File: src/rtl/fifo_wr_arbiter.sv
// Round-robin, burst-locked arbiter for the async_fifo write port; 0-cycle data path, 1 bubble between grants.
// Backpressure: fifo_full drops req_ready/fifo_wr_en of the owner and freezes the beat count; the grant is held.
module fifo_wr_arbiter #(
    parameter  int DATA_WIDTH = 8,
    parameter  int NUM_REQ    = 4,
    parameter  int MAX_BURST  = 4,
    localparam int IDW        = (NUM_REQ > 1) ? $clog2(NUM_REQ) : 1,
    localparam int BCW        = $clog2(MAX_BURST + 1)
) (
    input  logic                          clk,
    input  logic                          rst_n,
    input  logic [NUM_REQ-1:0]            req_valid,
    input  logic [NUM_REQ*DATA_WIDTH-1:0] req_data,
    input  logic [NUM_REQ-1:0]            req_last,
    output logic [NUM_REQ-1:0]            req_ready,
    input  logic                          fifo_full,
    output logic                          fifo_wr_en,
    output logic [DATA_WIDTH-1:0]         fifo_din,
    output logic [IDW-1:0]                grant_id,
    output logic                          busy
);

    typedef enum logic {IDLE, GRANT} state_t;

    state_t         state_q, state_d;
    logic [IDW-1:0] rr_ptr_q, rr_ptr_d;
    logic [IDW-1:0] grant_id_q, grant_id_d;
    logic [BCW-1:0] beat_cnt_q, beat_cnt_d;

    logic           pick_vld;
    logic [IDW-1:0] pick_id;
    logic [IDW-1:0] cand;
    logic           beat;
    logic           release_grant;

    assign beat          = (state_q == GRANT) && req_valid[grant_id_q] && !fifo_full;
    assign release_grant = beat && (req_last[grant_id_q] || (beat_cnt_q == BCW'(MAX_BURST - 1)));

    always_ff @(posedge clk or negedge rst_n) begin
        if (!rst_n) begin
            state_q    <= IDLE;
            rr_ptr_q   <= '0;
            grant_id_q <= '0;
            beat_cnt_q <= '0;
        end else begin
            state_q    <= state_d;
            rr_ptr_q   <= rr_ptr_d;
            grant_id_q <= grant_id_d;
            beat_cnt_q <= beat_cnt_d;
        end
    end

    // First valid requester at or above rr_ptr, wrapping; fifo_full is deliberately ignored here.
    always_comb begin
        pick_vld = 1'b0;
        pick_id  = '0;
        cand     = '0;
        for (int k = 0; k < NUM_REQ; k++) begin
            cand = IDW'((int'(rr_ptr_q) + k) % NUM_REQ);
            if (!pick_vld && req_valid[cand]) begin
                pick_vld = 1'b1;
                pick_id  = cand;
            end
        end
    end

    always_comb begin
        state_d    = state_q;
        rr_ptr_d   = rr_ptr_q;
        grant_id_d = grant_id_q;
        beat_cnt_d = beat_cnt_q;
        case (state_q)
            IDLE: begin
                if (pick_vld) begin
                    state_d    = GRANT;
                    grant_id_d = pick_id;
                    beat_cnt_d = '0;
                end
            end
            GRANT: begin
                if (release_grant) begin
                    state_d    = IDLE;
                    beat_cnt_d = '0;
                    rr_ptr_d   = (grant_id_q == IDW'(NUM_REQ - 1)) ? '0 : grant_id_q + 1'b1;
                end else if (beat) begin
                    beat_cnt_d = beat_cnt_q + 1'b1;
                end
            end
            default: state_d = IDLE;
        endcase
    end

    always_comb begin
        req_ready  = '0;
        fifo_wr_en = 1'b0;
        fifo_din   = '0;
        busy       = 1'b0;
        if (state_q == GRANT) begin
            busy                  = 1'b1;
            req_ready[grant_id_q] = !fifo_full;
            fifo_wr_en            = beat;
            fifo_din              = req_data[grant_id_q*DATA_WIDTH +: DATA_WIDTH];
        end
    end

    assign grant_id = grant_id_q;

endmodule

File: config.mk
export PLATFORM = sky130hd
export DESIGN_NAME = fifo_wr_arbiter
export DESIGN_NICKNAME = d
export VERILOG_FILES = /design/src/rtl/fifo_wr_arbiter.sv
export SDC_FILE = /design/constraint.sdc
export NUM_CORES = 1
export LEC_CHECK = 0
export ABC_AREA = 0
export BUFFER_PORTS_ARGS = -buffer_cell sky130_fd_sc_hd__buf_2
export CORE_MARGIN = 2
export CORE_UTILIZATION = 44
export CTS_CLUSTER_DIAMETER = 200
export DETAILED_ROUTE_END_ITERATION = 16
export PLACE_DENSITY_LB_ADDON = 0.05
export SLEW_MARGIN = 40
export SYNTH_ARGS = -nofsm -noshare
export SYNTH_HDL_FRONTEND = slang
export SYNTH_SLANG_ARGS = --single-unit
File: constraint.sdc
create_clock -name clk -period 3.55 [get_ports clk]
set_input_delay 0.5325 -clock clk [delete_from_list [all_inputs] [get_ports clk]]
set_output_delay 0.5325 -clock clk [all_outputs]
set_load 0.02 [all_outputs]
==> Word-level counts from Yosys, hierarchy flattened <==
Cells that the tools add are included.
W data, S select, Z words.
{ "totals": {"reg_bits": 8, "inputBits": 43, "out_inout_bits": 16, "wordCells": 71} }
{ "classes": {"n_addsub": 5, "magnitude_cmp": 6, "n_eq_ne": 4, "n_shift": 1, "n_mux": 34, "bitwise_logic": 2, "n_reduce_logical": 15} }
{ "ops": {"columns": ["operator", "count"], "rows": [
  ["$shiftx A32 B6 Y8", 1],
  ["$lt A2 B3 Y1 const B", 5],
  ["$mux W1", 15],
  ["$bmux W1 S2", 6],
  ["$mux W2", 5],
  ["$mux W3", 3],
  ["$mux W8", 1],
  ["$logic_and A1 B1 Y1", 7],
  ["$pmux W3 S2", 1],
  ["$reduce_and A2 Y1", 3],
  ["$add A2 B1 Y2 const B", 2],
  ["$add A2 B2 Y2 const B", 2],
  ["$and A4 B4 Y4", 1],
  ["$logic_not A1 Y1", 4],
  ["$mux W4", 1],
  ["$add A3 B1 Y3 const B", 1],
  ["$eq A3 B2 Y1 const B", 1],
  ["$ne A3 B1 Y1 const B", 1],
  ["$demux W1 S2", 1],
  ["$eq A2 B2 Y1 const B", 1],
  ["$ge A2 B1 Y1 const B", 1],
  ["$ne A2 B2 Y1 const B", 1],
  ["$pmux W1 S2", 1],
  ["$logic_or A1 B1 Y1", 1],
  ["$not A1 Y1", 1]
]} }

==> Logic depth before layout (Yosys ltp) <==
{ "depth": {"ltp_word": 14, "depth_mapped": 5, "mapped_depth_nobuf": 5} }

==> Least setup slack after synthesis <==
Ideal clock, no wire load.
{ "synth_path": {"kind": "register -> output", "from": "reg grant_id_q[0], in the netlist grant_id[0]", "to": "out fifo_din[0]", "t_arrival_ps": 1638, "required_ps": 3017, "path_slack_ps": 1380, "path_stages_with_launch": 4, "n_path_buf": 1, "cell_sequence": "dfrtp_1 buf_2 mux4_2 and2_1"} }
{ "synth_between": {"elab_chain_len": 2} }
{ "synth_rtl": {"columns": ["element", "line_no", "source"], "rows": [
  ["from (decl)", "27", "logic [IDW-1:0] grant_id_q, grant_id_d;"],
  ["from (signal assigned)", "48", "grant_id_q <= grant_id_d;"],
  ["$shiftx A32 B6 Y8", "102", "fifo_din = req_data[grant_id_q*DATA_WIDTH +: DATA_WIDTH];"],
  ["$mux W8", "98", "if (state_q == GRANT) begin"],
  ["to (decl)", "18", "output logic [DATA_WIDTH-1:0] fifo_din,"]
]} }
No other way between the ends.

==> Final worst setup path <==
{ "layout_path": {"from": "reg grant_id_q[0], in the netlist grant_id[0]", "to": "out fifo_wr_en"} }
{ "layout_between": {"elab_chain_len": 5} }
{ "layout_rtl": {"columns": ["element", "line_no", "source"], "rows": [
  ["$bmux W1 S2", "36", "assign beat = (state_q == GRANT) && req_valid[grant_id_q] && !fifo_full;"],
  ["$mux W1 (implied by the code)", "36", null],
  ["$logic_and A1 B1 Y1 (2 in a row)", "36", null],
  ["$mux W1", "98", null],
  ["to (decl)", "17", "output logic fifo_wr_en,"]
]} }
No other way between the ends. The select of a mux whose other input is x is not followed.

==> flow_summary.yaml <==
run_status:
  status: "completed"
routing:
  postRouteAntennaNets: 0
  viasPerCell: 5.067
  routedWlPerCell_um: 12.97
  initialDrtViolationCount: 10
  via_count: 831
  first_pass_iters: 4
  totalWireLength_um: 2127
  drc: 0
clock_tree:
  cts_setup_buffers: 0
  cts_made_buffers: 3
  cts-resized-gates: 0
  htreeDepth: 1
  clk_latency_ps: 250
  cts_hold_buf: 0
  clockBufferDepth: 2
  cts.clk_slew.worst_paths_ps: 50
  root_buffer: "clkbuf_4"
  cts_tree: "built"
  clock_sinks: 8
floorplanning:
  rows: 16
  die_y_um: 48.62
  dieWidth_um: 48.62
  dieArea_um2: 2363
  initial_core_util_pct: 45.57
  coreArea_um2: 1922
  io_pins: 59
global_route:
  grt_max_degree: 17
  gr-usage-all-layers_pct: 19.26
  grt_pass1_vias: 810
  grt-ovfl-total: 0
  antenna_found_initial: 0
  grt_pass1_wl_um: 3574
synth:
  synth.cell_area_um2: 875.8
  synth_nets: 128
  yosys_warnings: 0
  ys_seq_area_share_pct: 22.86
  synthFlopType: "dfrtp_1"
  synth.distinct_cells: 32
  synth_cells: 79
  synthArstFlopShare_pct: 100.0
  avgSynthCellArea_um2: 11.09
  yosys_register_bits: 8
  synth_edf_count: 0
sta:
  finalCritPeriodShare_pct: 66.89
  grt_setup_unrepaired: "false"
  slew_headroom_pct: 62.73
  fmax_mhz: 421.1
  min_period_ps: 2375
  tns_ps: 0
  clock_skew_ps: 3.040
  slew_violations: 0
  setup_viol: 0
  hold_viol: 0
  setup_ws_ps: 1175
  tightest_slew_ps: 559.0
layout:
  area_delta_synth_final_pct: 38.29
  fin_nets: 188
  layout_common_cells: "buf_2, and2_1, mux4_2"
  drive_gt1_share_pct: 60.58
  antenna_cells: 0
  final_common_cell: "buf_2"
  final_core_util_pct: 63.02
critical_path:
  arrival_ps: 1840
  path_max_fanout: 16
  crit_required_ps: 3020
  end_kind: "output port"
  cp-start-kind: "register"
  cpPeakStageDelay_ps: 630
  crit_slowest_cell: "dfrtp_2"
  crit_path_cell_trace: "mux4_2 > nand2_2 > clkinv_4 > buf_2"
  critPathKind: "register to output port"
power_and_ir_drop:
  p_leak_nw: 0.6046
  powerDensity_nw_per_um2: 730.0
  peakVddDrop_v: 0.0003727
  power_mw: 0.8841
placed_design:
  pre_cts_slack_ps: 1177
  hpwlAfterDp_um: 1737
  portBuffers: 58
  place.gp.congestion: 0.7087
flow_run:
  max_cap_violations: 0
min_path:
  hp-class: "input pin to async pin"
Yosys cell counts, types with 2 or more instances:
master / instances / area share (%)
nand3_1: 3 / 1.7
a21oi_1: 2 / 1.1
nor2_1: 2 / 0.86
o21a_1: 2 / 1.7
mux2_4: 2 / 3.4
ha_1: 6 / 8.6
inv_1: 5 / 2.1
o21ai_2: 3 / 3.0
nand3b_1: 2 / 1.7
dfrtp_1: 8 / 23
mux4_2: 10 / 26
and2_1: 12 / 8.6
nor2b_1: 3 / 2.1
critical path, delay by kind of cell, from the launching register on:
kind,cells,cell delay (ps)
and+or+nand+nor,1,140
buffers and inverters,2,250
muxes,1,570
DFF,1,630
registers in the layout, indices dropped and copies added, names as in the netlist:
name / flops
beat_cnt_q: 3
rr_ptr_q: 2
grant_id: 2
state_q: 1
cell families (layout without fill, tap and decap cells):
family	Yosys count	after routing	share of synthesized area (%)
flops	8	8	22.86
mux	13	13	30.29
compound gates	12	12	10.43
fa+ha+maj	6	6	8.571
simple gates	31	31	23.29
buf+inv	9	67	4.570
layout make-up:
class | instances | area [µm²]
fill | 171 | 710.7
timing repair buffer | 58 | 290.3
multi-input combinational | 62 | 635.6
tap | 27 | 33.78
inverter | 6 | 27.53
clock buffer | 3 | 22.52
sequential | 8 | 201.4
through the flow:
stage	instances	hold WS, ps	cell area (µm²)
2_1_floorplan	79	236.9	875.8
3_3_place_gp	161	385.0	1187
3_5_place_dp	161	384.5	1187
4_1_cts	164	113.9	1210
5_1_grt	164	115.9	1211
6_report	164	113.1	1211
routing by layer:
layer / vias to the layer above / track usage, % / wire length [µm]
met5: - / 0 / 0
met4: 0 / 7.619 / 32
met3: 4 / 3.395 / 137
met2: 34 / 34.02 / 1031
met1: 378 / 23.11 / 925
li1: 415 / - / -
worst paths after layout:
kind / from / end / slack [ps] / cells after the start
max: grant_id[0]$_DFFE_PN0P_ / fifo_wr_en / 1180 / 4
min: rst_n / grant_id[1]$_DFFE_PN0P_ / 110 / 1
max reg2reg: grant_id[0]$_DFFE_PN0P_ / rr_ptr_q[1]$_DFFE_PN0P_ / 1590 / 4
min reg2reg: beat_cnt_q[0]$_DFFE_PN0P_ / beat_cnt_q[0]$_DFFE_PN0P_ / 490 / 1
max in group asynchronous: rst_n / grant_id[0]$_DFFE_PN0P_ / 3260 / 1
min in group clk: beat_cnt_q[0]$_DFFE_PN0P_ / beat_cnt_q[0]$_DFFE_PN0P_ / 490 / 1
report_power, final:
group	switching (mW)	total, mW	internal (mW)	leakage (nW)
clock network	0.0302	0.0689	0.0386	0.0138
registers	0.0971	0.226	0.129	0.0974
logic	0.281	0.589	0.308	0.493
total	0.408	0.884	0.476	0.605
(Power assumes the default switching activity.)
